<file path="src/rtl/pc_unit.sv">
// pc_unit: fetch-stage PC register, IF/ID PC pipeline register and halt FSM.
//   clk_i           system clock, all state updates on rising edge
//   rst_n_i         synchronous active-low reset
//   stall_i         load-use stall: hold PC and IF/ID
//   halt_req_i      HLT decoded in ID (qualified with id_valid_o)
//   redirect_i      EX resolved taken branch/jump
//   redirect_pc_i   redirect target
//   pc_if_o         fetch PC, drives I-mem address
//   pc_if_inc_o     pc_if_o + INC_BYTES (combinational)
//   pc_id_o         PC of instruction in ID
//   pc_id_inc_o     pc_id_o + INC_BYTES (registered with pc_id_o)
//   id_valid_o      ID holds a real instruction (0 = bubble)
//   halted_o        core halted, PC frozen
//   misalign_o      sticky: a redirect target violated ALIGN_BITS
module pc_unit #(
    parameter int              PC_W         = 16,
    parameter int              INC_BYTES    = 2,
    parameter logic [PC_W-1:0] RESET_VECTOR = '0,
    parameter int              ALIGN_BITS   = 1
) (
    input  logic            clk_i,
    input  logic            rst_n_i,
    input  logic            stall_i,
    input  logic            halt_req_i,
    input  logic            redirect_i,
    input  logic [PC_W-1:0] redirect_pc_i,
    output logic [PC_W-1:0] pc_if_o,
    output logic [PC_W-1:0] pc_if_inc_o,
    output logic [PC_W-1:0] pc_id_o,
    output logic [PC_W-1:0] pc_id_inc_o,
    output logic            id_valid_o,
    output logic            halted_o,
    output logic            misalign_o
);
    localparam logic [0:0] S_RUN  = 1'b0;
    localparam logic [0:0] S_HALT = 1'b1;

    logic [0:0]      state_q, state_d;
    logic [PC_W-1:0] pc_q, pc_d, pc_id_q, pc_id_d, pc_id_inc_q, pc_id_inc_d;
    logic            valid_q, valid_d, mis_q, mis_d, bad_align, run;

    generate
        if (ALIGN_BITS > 0) begin : g_align
            assign bad_align = |redirect_pc_i[ALIGN_BITS-1:0];
        end else begin : g_noalign
            assign bad_align = 1'b0;
        end
    endgenerate

    assign pc_if_inc_o = pc_q + PC_W'(INC_BYTES);
    assign run         = state_q == S_RUN;

    always_comb begin
        state_d     = state_q;
        pc_d        = pc_q;
        pc_id_d     = pc_id_q;
        pc_id_inc_d = pc_id_inc_q;
        valid_d     = valid_q;
        mis_d       = mis_q | (run & redirect_i & bad_align);
        if (run) begin
            if (redirect_i) begin
                // Squashes the wrong-path fetch; a stall or halt in ID is younger and dies with it.
                pc_d    = redirect_pc_i;
                valid_d = 1'b0;
            end else if (stall_i) begin
                pc_d = pc_q;
            end else if (halt_req_i && valid_q) begin
                // PC already points past the HLT, so it simply stops advancing.
                state_d = S_HALT;
                valid_d = 1'b0;
            end else begin
                pc_d        = pc_if_inc_o;
                pc_id_d     = pc_q;
                pc_id_inc_d = pc_if_inc_o;
                valid_d     = 1'b1;
            end
        end
    end

    always_ff @(posedge clk_i) begin
        if (!rst_n_i) begin
            state_q     <= S_RUN;
            pc_q        <= RESET_VECTOR;
            pc_id_q     <= '0;
            pc_id_inc_q <= '0;
            valid_q     <= 1'b0;
            mis_q       <= 1'b0;
        end else begin
            state_q     <= state_d;
            pc_q        <= pc_d;
            pc_id_q     <= pc_id_d;
            pc_id_inc_q <= pc_id_inc_d;
            valid_q     <= valid_d;
            mis_q       <= mis_d;
        end
    end

    assign pc_if_o     = pc_q;
    assign pc_id_o     = pc_id_q;
    assign pc_id_inc_o = pc_id_inc_q;
    assign id_valid_o  = valid_q;
    assign halted_o    = state_q == S_HALT;
    assign misalign_o  = mis_q;
endmodule

</file>
<file path="config.mk">
export PLATFORM = sky130hd
export DESIGN_NAME = pc_unit
export DESIGN_NICKNAME = d
export VERILOG_FILES = /design/src/rtl/pc_unit.sv
export SDC_FILE = /design/constraint.sdc
export NUM_CORES = 1
export LEC_CHECK = 0
export CORE_AREA = 2 2 75 77
export CTS_CLUSTER_DIAMETER = 60
export DETAILED_ROUTE_END_ITERATION = 7
export DIE_AREA = 0 0 77 79
export GPL_ROUTABILITY_DRIVEN = 0
export HOLD_SLACK_MARGIN = 0.12
export PLACE_DENSITY = 0.84
export SLEW_MARGIN = 40
export SYNTH_ARGS = -nofsm -noshare
export SYNTH_HDL_FRONTEND = slang
export SYNTH_SLANG_ARGS = --single-unit
</file>
<file path="constraint.sdc">
create_clock -name clk_i -period 3.9 [get_ports clk_i]
set_input_delay 0.39 -clock clk_i [delete_from_list [all_inputs] [get_ports clk_i]]
set_output_delay 0.39 -clock clk_i [all_outputs]
set_load 0.1 [all_outputs]
</file>
==> impl_metrics.tcl, run 1 <==
set metrics [dict create \
    totalWireLength_um 6343 \
    crit_path_max_fanout 9 \
    synth_flop_cell "dfxtp_1" \
    hp-class "reg2reg" \
    ys_seq_area_share_pct 39.78 \
    finClkSkew_ps 9.184 \
    io_pins 88 \
    dp_slack_ps 1300 \
    clockBufferDepth 2 \
    num_rows 27 \
    ys_warn_count 0 \
    tightestPinTransition_ps 758.8 \
    postCtsHoldBufs 0 \
    drt_iter0_drc 131 \
    yosys.area.top_type "dfxtp_1" \
    die_y_um 79 \
    final_nets 384 \
    synth_area_per_cell_um2 8.647 \
    yosysMostFrequentCell "dfxtp_1" \
    layout-area-overhead-vs-synth_pct 25.86 \
    grt_pass1_vias 2208 \
    placed_area_um2 3053 \
    fin_cells 435 \
    fin_setup_tns_ps 0 \
    syn_area_um2 2516 \
    vias 2352 \
    insertion_delay_ps 300 \
    cts_made_buffers 5 \
    yosys-top-cells-area "dfxtp_1, nand2_1, a21boi_1, nand3_1, xor2_1" \
    syn_inst 291 \
    fin_area_um2 3167 \
    timing.final.crit_period_ps 2779 \
    cp-end-kind "output port" \
    grt_pass1_wl_um 10830 \
    slowest_delay_ps 520 \
    ir_drop_v 0.0002278 \
    regArea_um2 1001 \
    p_leak_nw 1.386 \
    grt_util_all_layers_pct 21.87 \
    gr-total-overflow 0 \
    async_flop_share_pct 0 \
    synth_edf_count 0 \
    start_util_pct 47.14 \
    setup_viol 0 \
    clk_pin_slew_worst_paths_ps 90 \
    slew_viol_final 0 \
    crit_slowest_cell "dfxtp_1" \
    start_kind "flip-flop" \
    yosysUniqueCellTypes 54 \
    numPortBuffers 87 \
    drc 0 \
    status "completed" \
    ant_nets 0 \
    dp_hpwl_um 4467 \
    worst-setup-path-type "reg2out" \
    hold_viol 0 \
    synth_common_cells "dfxtp_1, nand2_1, a21boi_1" \
    power_density_nw_per_um2 448.4 \
    crit_chain "ha_1 -> nand3_4 -> nor4_4 -> xor2_1 -> buf_4" \
    p_int_uw 824.5 \
    core_area_um2 5338 \
    fin_ws_ps 1121 \
    diodes 0 \
    netSwitchingFraction_pct 41.93 \
    postCtsSetupBuffers 0 \
    ys_seq_elements 50 \
    cts_resized 0 \
    viasPerCell 5.407 \
    dr.pass1.iters 4 \
    antenna_found_initial 0 \
    dieArea_um2 6083 \
    synth_top_area_share_pct 39.78 \
    ff2ff_setup_slack_ps 1940 \
    fillerInstances 512 \
    fp.dieW_um 77 \
    layout-drive-gt1-share_pct 25.62 \
    power.switching_uw 595.4 \
    cts_htree_levels 2 \
    multi_input_area_um2 1360 \
    clockRootBuffer "clkbuf_8" \
    dpl.cell_count 426 \
    tritoncts "done" \
    synth_nets 313 \
    power.share.clock_pct 24.8 \
    comb_power_share_pct 34.5 \
    sequentialPowerShare_pct 40.6 \
    wire_per_inst_um 14.58 \
    period_share_pct 71.26 \
    hold_ws_ps 449.6 \
    clock-sinks 50 \
    rsz0062_at_grt "no" \
    worstPathRequired_ps 3510 \
    cap_violations 0 \
    cp.arrival_ps 2390 \
    grt_max_degree 65 \
    relSlewSlack_pct 49.41 \
    max_freq_mhz 359.8 \
]
==> cells in the final DEF, fill, tap and decap left out, types with 2 or more instances in the layout <==
cell / count
o21ai_1: 6
a22oi_1: 4
nor2_1: 15
dfxtp_1: 50
nor2b_1: 4
o211ai_1: 3
buf_2: 56
inv_1: 7
o221ai_1: 5
o21ai_0: 9
xor2_1: 7
nand3_1: 17
nor4_4: 2
nor3_2: 2
or4bb_1: 2
a21oi_1: 7
o21ba_1: 6
a21boi_1: 19
nor3_1: 5
mux2i_1: 2
clkbuf_1: 2
o21a_1: 2
nand2_1: 47
nor3b_1: 3
clkbuf_8: 5
nand3_4: 2
nand3b_1: 3
buf_4: 15
nor4_2: 3
clkdlybuf4s50_1: 19
nand4_1: 4
xnor2_1: 6
==> logic make-up (layout without fill, tap and decap cells) <==
logic type | after synthesis | count (layout) | share of synthesized area [%]
xor gates and xnor gates | 13 | 13 | 4.525
muxes | 2 | 2 | 0.7957
buffers and inverters | 33 | 105 | 6.216
AOI/OAI and AO/OA | 70 | 70 | 19.84
adders and majority gates | 1 | 1 | 0.4972
and+or+nand+nor | 122 | 122 | 28.34
DFF | 50 | 50 | 39.78
==> cell type report <==
type / count / share of cell area [%]
Clock buffer: 7 / 2.410
Clock inverter: 1 / 0.9482
Inverter: 7 / 0.8297
Multi-Input combinational cell: 208 / 42.95
Sequential cell: 50 / 31.61
Tap cell: 72 / 2.845
Timing Repair Buffer: 90 / 18.41
==> routing by layer <==
metal	global-route usage [%]	vias up	routed length, um
li1	-	1166	-
met1	29.84	1105	2928
met2	35.79	73	3030
met3	3.182	8	312
met4	7.143	0	71
met5	0	-	0
==> worst max-delay path, delay by kind of cell, from the launching register on <==
family	cells	cell delay (ps)
simple gates	2	570
flops	1	520
fa+ha+maj	1	350
buf+inv	1	350
xor+xnor	1	290
==> path summary, 6_finish.rpt <==
path | startpoint | end | cells after the start
worst max-delay path | pc_if_o[1] | pc_if_inc_o[15] | 5
worst min register to register | pc_id_inc_o[2] | pc_id_inc_o[2] | 2
worst min-delay path | pc_id_inc_o[2] | pc_id_inc_o[2] | 2
worst max register to register | pc_if_o[1] | pc_id_inc_o[13] | 5
==> power groups by stage <==
stage | sequential, mW | combinational, mW | clock (mW)
global route | 0.583 | 0.510 | 0.384
finish | 0.577 | 0.490 | 0.353
detailed placement | 0.588 | 0.489 | 0
floorplan | 0.779 | 0.212 | 0
CTS | 0.576 | 0.491 | 0.359
global placement | 0.588 | 0.518 | 0
==> through the flow <==
stage	util, %	total power [mW]
floorplan	-	0.9905
global placement	62.38	1.106
detailed placement	57.20	1.078
CTS	59.19	1.426
global route	59.33	1.476
finish	59.33	1.420
==> registers in the layout (all words and copies together) (netlist names) <==
register and cells:
pc_id_inc_o 15, halted_o 1, pc_if_o 16, pc_id_o 16, misalign_o 1, id_valid_o 1
Power figures use the tool's default switching activity.
==> inputs of run 2 (changes only) <==
Settings changed: CORE_AREA 2 2 75 77 to 2 2 82 84, DIE_AREA 0 0 77 79 to 0 0 84 86, PLACE_DENSITY 0.84 to 0.75.
Clock period 3.9 ns to 2.4 ns, I/O delays scaled along.
==> impl_metrics.tcl, run 2 (synthesis results as in run 1) <==
set metrics [dict create \
    cp-end-kind "output port" \
    cts_htree_levels 2 \
    holdPathStages 2 \
    cpLargestDelayFamily "simple AND/OR/NAND/NOR gates" \
    rsz0062_at_grt "no" \
    fin_setup_tns_ps 0 \
    slew_viol_final 0 \
    grt_util_all_layers_pct 19.19 \
    hold_end "pc_id_o[5]" \
    p_leak_nw 1.519 \
    timing.final.crit_period_ps 2215 \
    worstPathBufferInverterCount 1 \
    grt_max_degree 38 \
    status "completed" \
    dieArea_um2 7224 \
    crit_chain "ha_4 -> nand3_4 -> nor4_4 -> xor2_4 -> buf_12" \
    postCtsHoldBufs 0 \
    gr-total-overflow 0 \
    busiest_layer "met2" \
    tightestPinTransition_ps 635.2 \
    ff2ff_setup_slack_ps 710 \
    final_common_cell "buf_4" \
    power_density_nw_per_um2 651.3 \
    period_share_pct 92.30 \
    drc 0 \
    totalWireLength_um 6889 \
    cp.arrival_ps 1980 \
    worstPathRequired_ps 2160 \
    ant_nets 0 \
    crit_slowest_cell "nor4_4" \
    diodes 0 \
    dr.pass1.iters 4 \
    insertion_delay_ps 300 \
    grt_pass1_wl_um 11310 \
    final_nets 390 \
    clockBufferDepth 2 \
    hp-class "reg2reg" \
    viasPerCell 5.305 \
    antenna_found_initial 0 \
    grt_pass1_vias 2285 \
    clk_pin_slew_worst_paths_ps 90 \
    reg2reg_depth 5 \
    postCtsSetupBuffers 0 \
    layout-drive-gt1-share_pct 33.06 \
    start_util_pct 40.08 \
    drt_iter0_drc 211 \
    min_from "pc_id_o[5]" \
    cap_violations 0 \
    start_kind "flip-flop" \
    layout-area-overhead-vs-synth_pct 45.50 \
    hold_viol 0 \
    num_rows 29 \
    fp.dieW_um 84 \
    finClkSkew_ps 9.341 \
    cts_made_buffers 5 \
    final_cell_mix "buf_4, nand2_1, dfxtp_1" \
    worst-setup-path-type "reg2out" \
    clock-sinks 50 \
    rr_endpoint "pc_id_inc_o[13]" \
    vias 2366 \
    io_pins 88 \
    ir_drop_v 0.0004020 \
    global_route.usage.met3_pct 3.561 \
    utilization_pct 58.32 \
    die_y_um 86 \
    setup_viol 0 \
    tritoncts "done" \
    core_area_um2 6277 \
    reg2reg_from "pc_if_o[1]" \
    max_freq_mhz 451.4 \
    clockRootBuffer "clkbuf_8" \
    slowest_delay_ps 460 \
    grtUsageMet1_pct 26.81 \
    relSlewSlack_pct 57.65 \
    numPortBuffers 87 \
    grtUsageMet2_pct 30.04 \
    wire_per_inst_um 15.45 \
    crit_path_max_fanout 9 \
    dp_hpwl_um 5028 \
]
run 2: per-layer routing:
metal  wire length (um)  share of wire, %  up-vias
met5                  0                 0        -
met4                105               1.5        0
met3                414               6.0       12
met2               3231                47       79
met1               3139                46     1095
li1                   -                 -     1180
run 2: final cells by class:
type | count | area (um^2)
flip-flops and latches | 50 | 1033
fillers | 573 | 2616
repair buffers | 96 | 890.9
well taps | 77 | 96.34
inverters | 7 | 26.28
clock buffers | 8 | 101.3
multi-input cells | 208 | 1513
run 2: what timing repair did:
action | CTS | global route
endpoints found under the setup margin | 0 | 2
endpoints found under the hold margin | 0 | 0
resized for setup | 0 | 1
run 2: report_power, final:
group          total, mW  internal [mW]  switching [mW]
Combinational      0.888          0.232           0.656
Clock              0.543          0.270           0.273
Sequential         0.953          0.878          0.0753
run 2: worst register-to-register path: stages (launching register included):
cell	delay (ps)
dfxtp_4	420
ha_4	190
nand3_4	190
nor4_4	460
xor2_4	140
o21ba_1	190
run 2: worst max path at each step:
stage	startpoint	to	slack, ps	cells after the start
final	pc_if_o[1]	pc_if_inc_o[13]	180	5
after global routing	pc_if_o[1]	pc_if_inc_o[13]	70	5
after CTS	pc_if_o[1]	pc_if_inc_o[15]	40	5
after detailed placement	pc_if_o[1]	pc_if_inc_o[15]	390	5
after global placement	pc_if_o[1]	pc_if_inc_o[15]	430	5
after floorplan	pc_if_o[2]	pc_id_inc_o[13]	0.07	5
run 2: through the flow:
step           total power [mW]  setup slack, ps  instances  hold WS [ps]  instance area, um^2
2_1_floorplan             1.631          0.07283        291         402.8                 2693
5_1_grt                   2.469            65.69        446         479.1                 3661
3_3_place_gp              1.848            426.1        438         440.6                 3550
4_1_cts                   2.393            38.64        446         458.1                 3651
3_5_place_dp              1.856            387.0        438         446.1                 3550
6_report                  2.384            184.8        446         455.7                 3661
==> inputs of run 3 (changes only) <==
Settings changed: ABC_CLOCK_PERIOD_IN_PS set to 2400.
==> results of run 3 <==
The final DEF is identical to that of run 2; final timing and power are the same.
==> edit (config.mk and constraints of run 3) <==
Reset style: asynchronous (`rst_n_i`), changed in one clocked block. Comments in the files are not updated.
--- a/src/rtl/pc_unit.sv
+++ b/src/rtl/pc_unit.sv
@@ -77,7 +77,7 @@
         end
     end
 
-    always_ff @(posedge clk_i) begin
+    always_ff @(posedge clk_i or negedge rst_n_i) begin
         if (!rst_n_i) begin
             state_q     <= S_RUN;
             pc_q        <= RESET_VECTOR;
Check against the original RTL: differs if rst_n_i is asserted again (counterexample within 4 cycles, from zero or initial values and one cycle with rst_n_i low); with rst_n_i held inactive, the same outputs for 10 cycles.
==> edit against run 3 <==
- wire length decreased by 5.5%
- sequential power fell by 4.5%
- via count fell by 13%
- combinational power is 40% lower
- total power decreased by 18%
- sequential share of layout area grew 7.4 points
- final area is 1.9% lower
- setup slack worse by 79 ps
- cell count shrank 12%
- critical path depth unchanged
- sequential cell count unchanged
- synthesized area is 5.4% lower
- highest routed layer unchanged
==> edit: results (changes against run 3) <==
adder-cell share of the synthesized area: 0.526% (+0.028 points)
class of the tightest hold or removal check: in -> async
Synth async-reset ratio: 100% (+100 points)
cell types occupying the most area after synthesis: sky130_fd_sc_hd__dfrtp_1 (53%), sky130_fd_sc_hd__mux2_2 (6.2%), sky130_fd_sc_hd__o21ai_0 (4.0%)
origin of the worst setup path: pc_if_o[2]
routed vias/inst: 5.23 (-1.4%)
pin count of the biggest net entering global routing: 34 (-11%)
Max stage delay cell, worst path: sky130_fd_sc_hd__or4_4
final instance count without filler cells: 392 (-12%)
end of the worst register-to-register path: pc_id_inc_o[13]
H-tree Lvls: 2 (unchanged)
clock root buffer: sky130_fd_sc_hd__clkbuf_8
Commonest cells post-synth: sky130_fd_sc_hd__dfrtp_1 (50), sky130_fd_sc_hd__o21ai_0 (19), sky130_fd_sc_hd__nand2_1 (17)
most used flip-flop cell after synthesis: sky130_fd_sc_hd__dfrtp_1
post-detail-place hpwl: 4950 um (-1.6%)
CP Max Fanout: 7 (-2)
Net Count, Synth: 245 (-22%)
worst-skew pair later-pin latency: 310 ps
proportion of synthesized chip area in sequential cells: 52.6% (+13 points)
portion of netlist area occupied by mux cells: 10.4% (+9.6 points)
combinational cell power: 0.000535 W (-40%)
share of layout cells above drive strength 1: 40.6% (+7.6 points)
fill count: 551 (-3.8%)
per-instance average area after synthesis: 10.7 sq um (+23%)
number of distinct standard cells referenced by the synthesized netlist: 44 (-19%)
vias in the first global route: 1954 (-14%)
Worst Skew: 9.65 ps (+0.311 ps)
pre-CTS worst setup slack: 402 ps (+14.6 ps)
Post-Route WL: 6510 um (-5.5%)
sw frac: 36.1% (-6.1 points)
max incr delay on CP: 560 ps (+100 ps)
number of CTS-inserted buffers: 5 (unchanged)
power attributed to the clock group: 0.000505 W (-7.0%)
time the worst path needs with I/O delays and setup: 2290 ps (+79.2 ps)
peak supply drop: 0.297 mV (-26%)
share of the synthesized netlist area taken by xor and xnor gates: 5.10% (+0.57 points)
iteration-0 DRC count of the detailed router: 79 (-63%)
Register Area: 1280 sq um (+24%)
Relative slew margins: 68.5% (+11 points)
Nets: 336 (-14%)
static leakage: 1.67 nW (+10%)
area fraction in compound gates after synthesis: 12.4% (-7.5 points)
number of search-and-repair iterations in the first detailed-routing pass: 4 (unchanged)
status: completed
minimum setup slack among reg-to-reg paths: 460 ps (-250 ps)
GRT Util Overall: 18.4% (-0.79 points)
placed insts: 383 (-13%)
first-pass GRT wire length: 10300 um (-8.7%)
Post-Place Cell Area: 3490 sq um (-1.7%)
CTS Hold Buffers Added: 1 (+1)
Crit path arrival time: 2050 ps (+70 ps)
-- edit: metal layers --
metal	vias up	track usage [%]	part of all wire, %
li1	970	-	-
met3	7	4.23	5.3
met1	1014	23.9	43
met4	0	4.84	1.0
met5	-	0	0
met2	59	31.3	51
-- edit: worst reg2reg max path, stage by stage, from the launching register on --
cell and delay, ps:
sky130_fd_sc_hd__dfrtp_4 470, sky130_fd_sc_hd__ha_4 190, sky130_fd_sc_hd__nand4_4 140, sky130_fd_sc_hd__or4_4 560, sky130_fd_sc_hd__xnor2_4 160, sky130_fd_sc_hd__mux2_1 300
-- edit: area by class of cell --
class                           count  area share, %
Clock buffer                        8           2.51
Inverter                           12           1.25
Multi-Input combinational cell    149           32.3
Sequential cell                    50           35.6
Tap cell                           77           2.68
Timing Repair Buffer               96           25.6
-- edit: per-stage QoR --
step	total power [W]	hold slack, ps
finish	0.00195	417
global route	0.00202	460
CTS	0.00197	432
floorplan	0.00129	-55.6
detailed placement	0.00146	221
global placement	0.00146	217
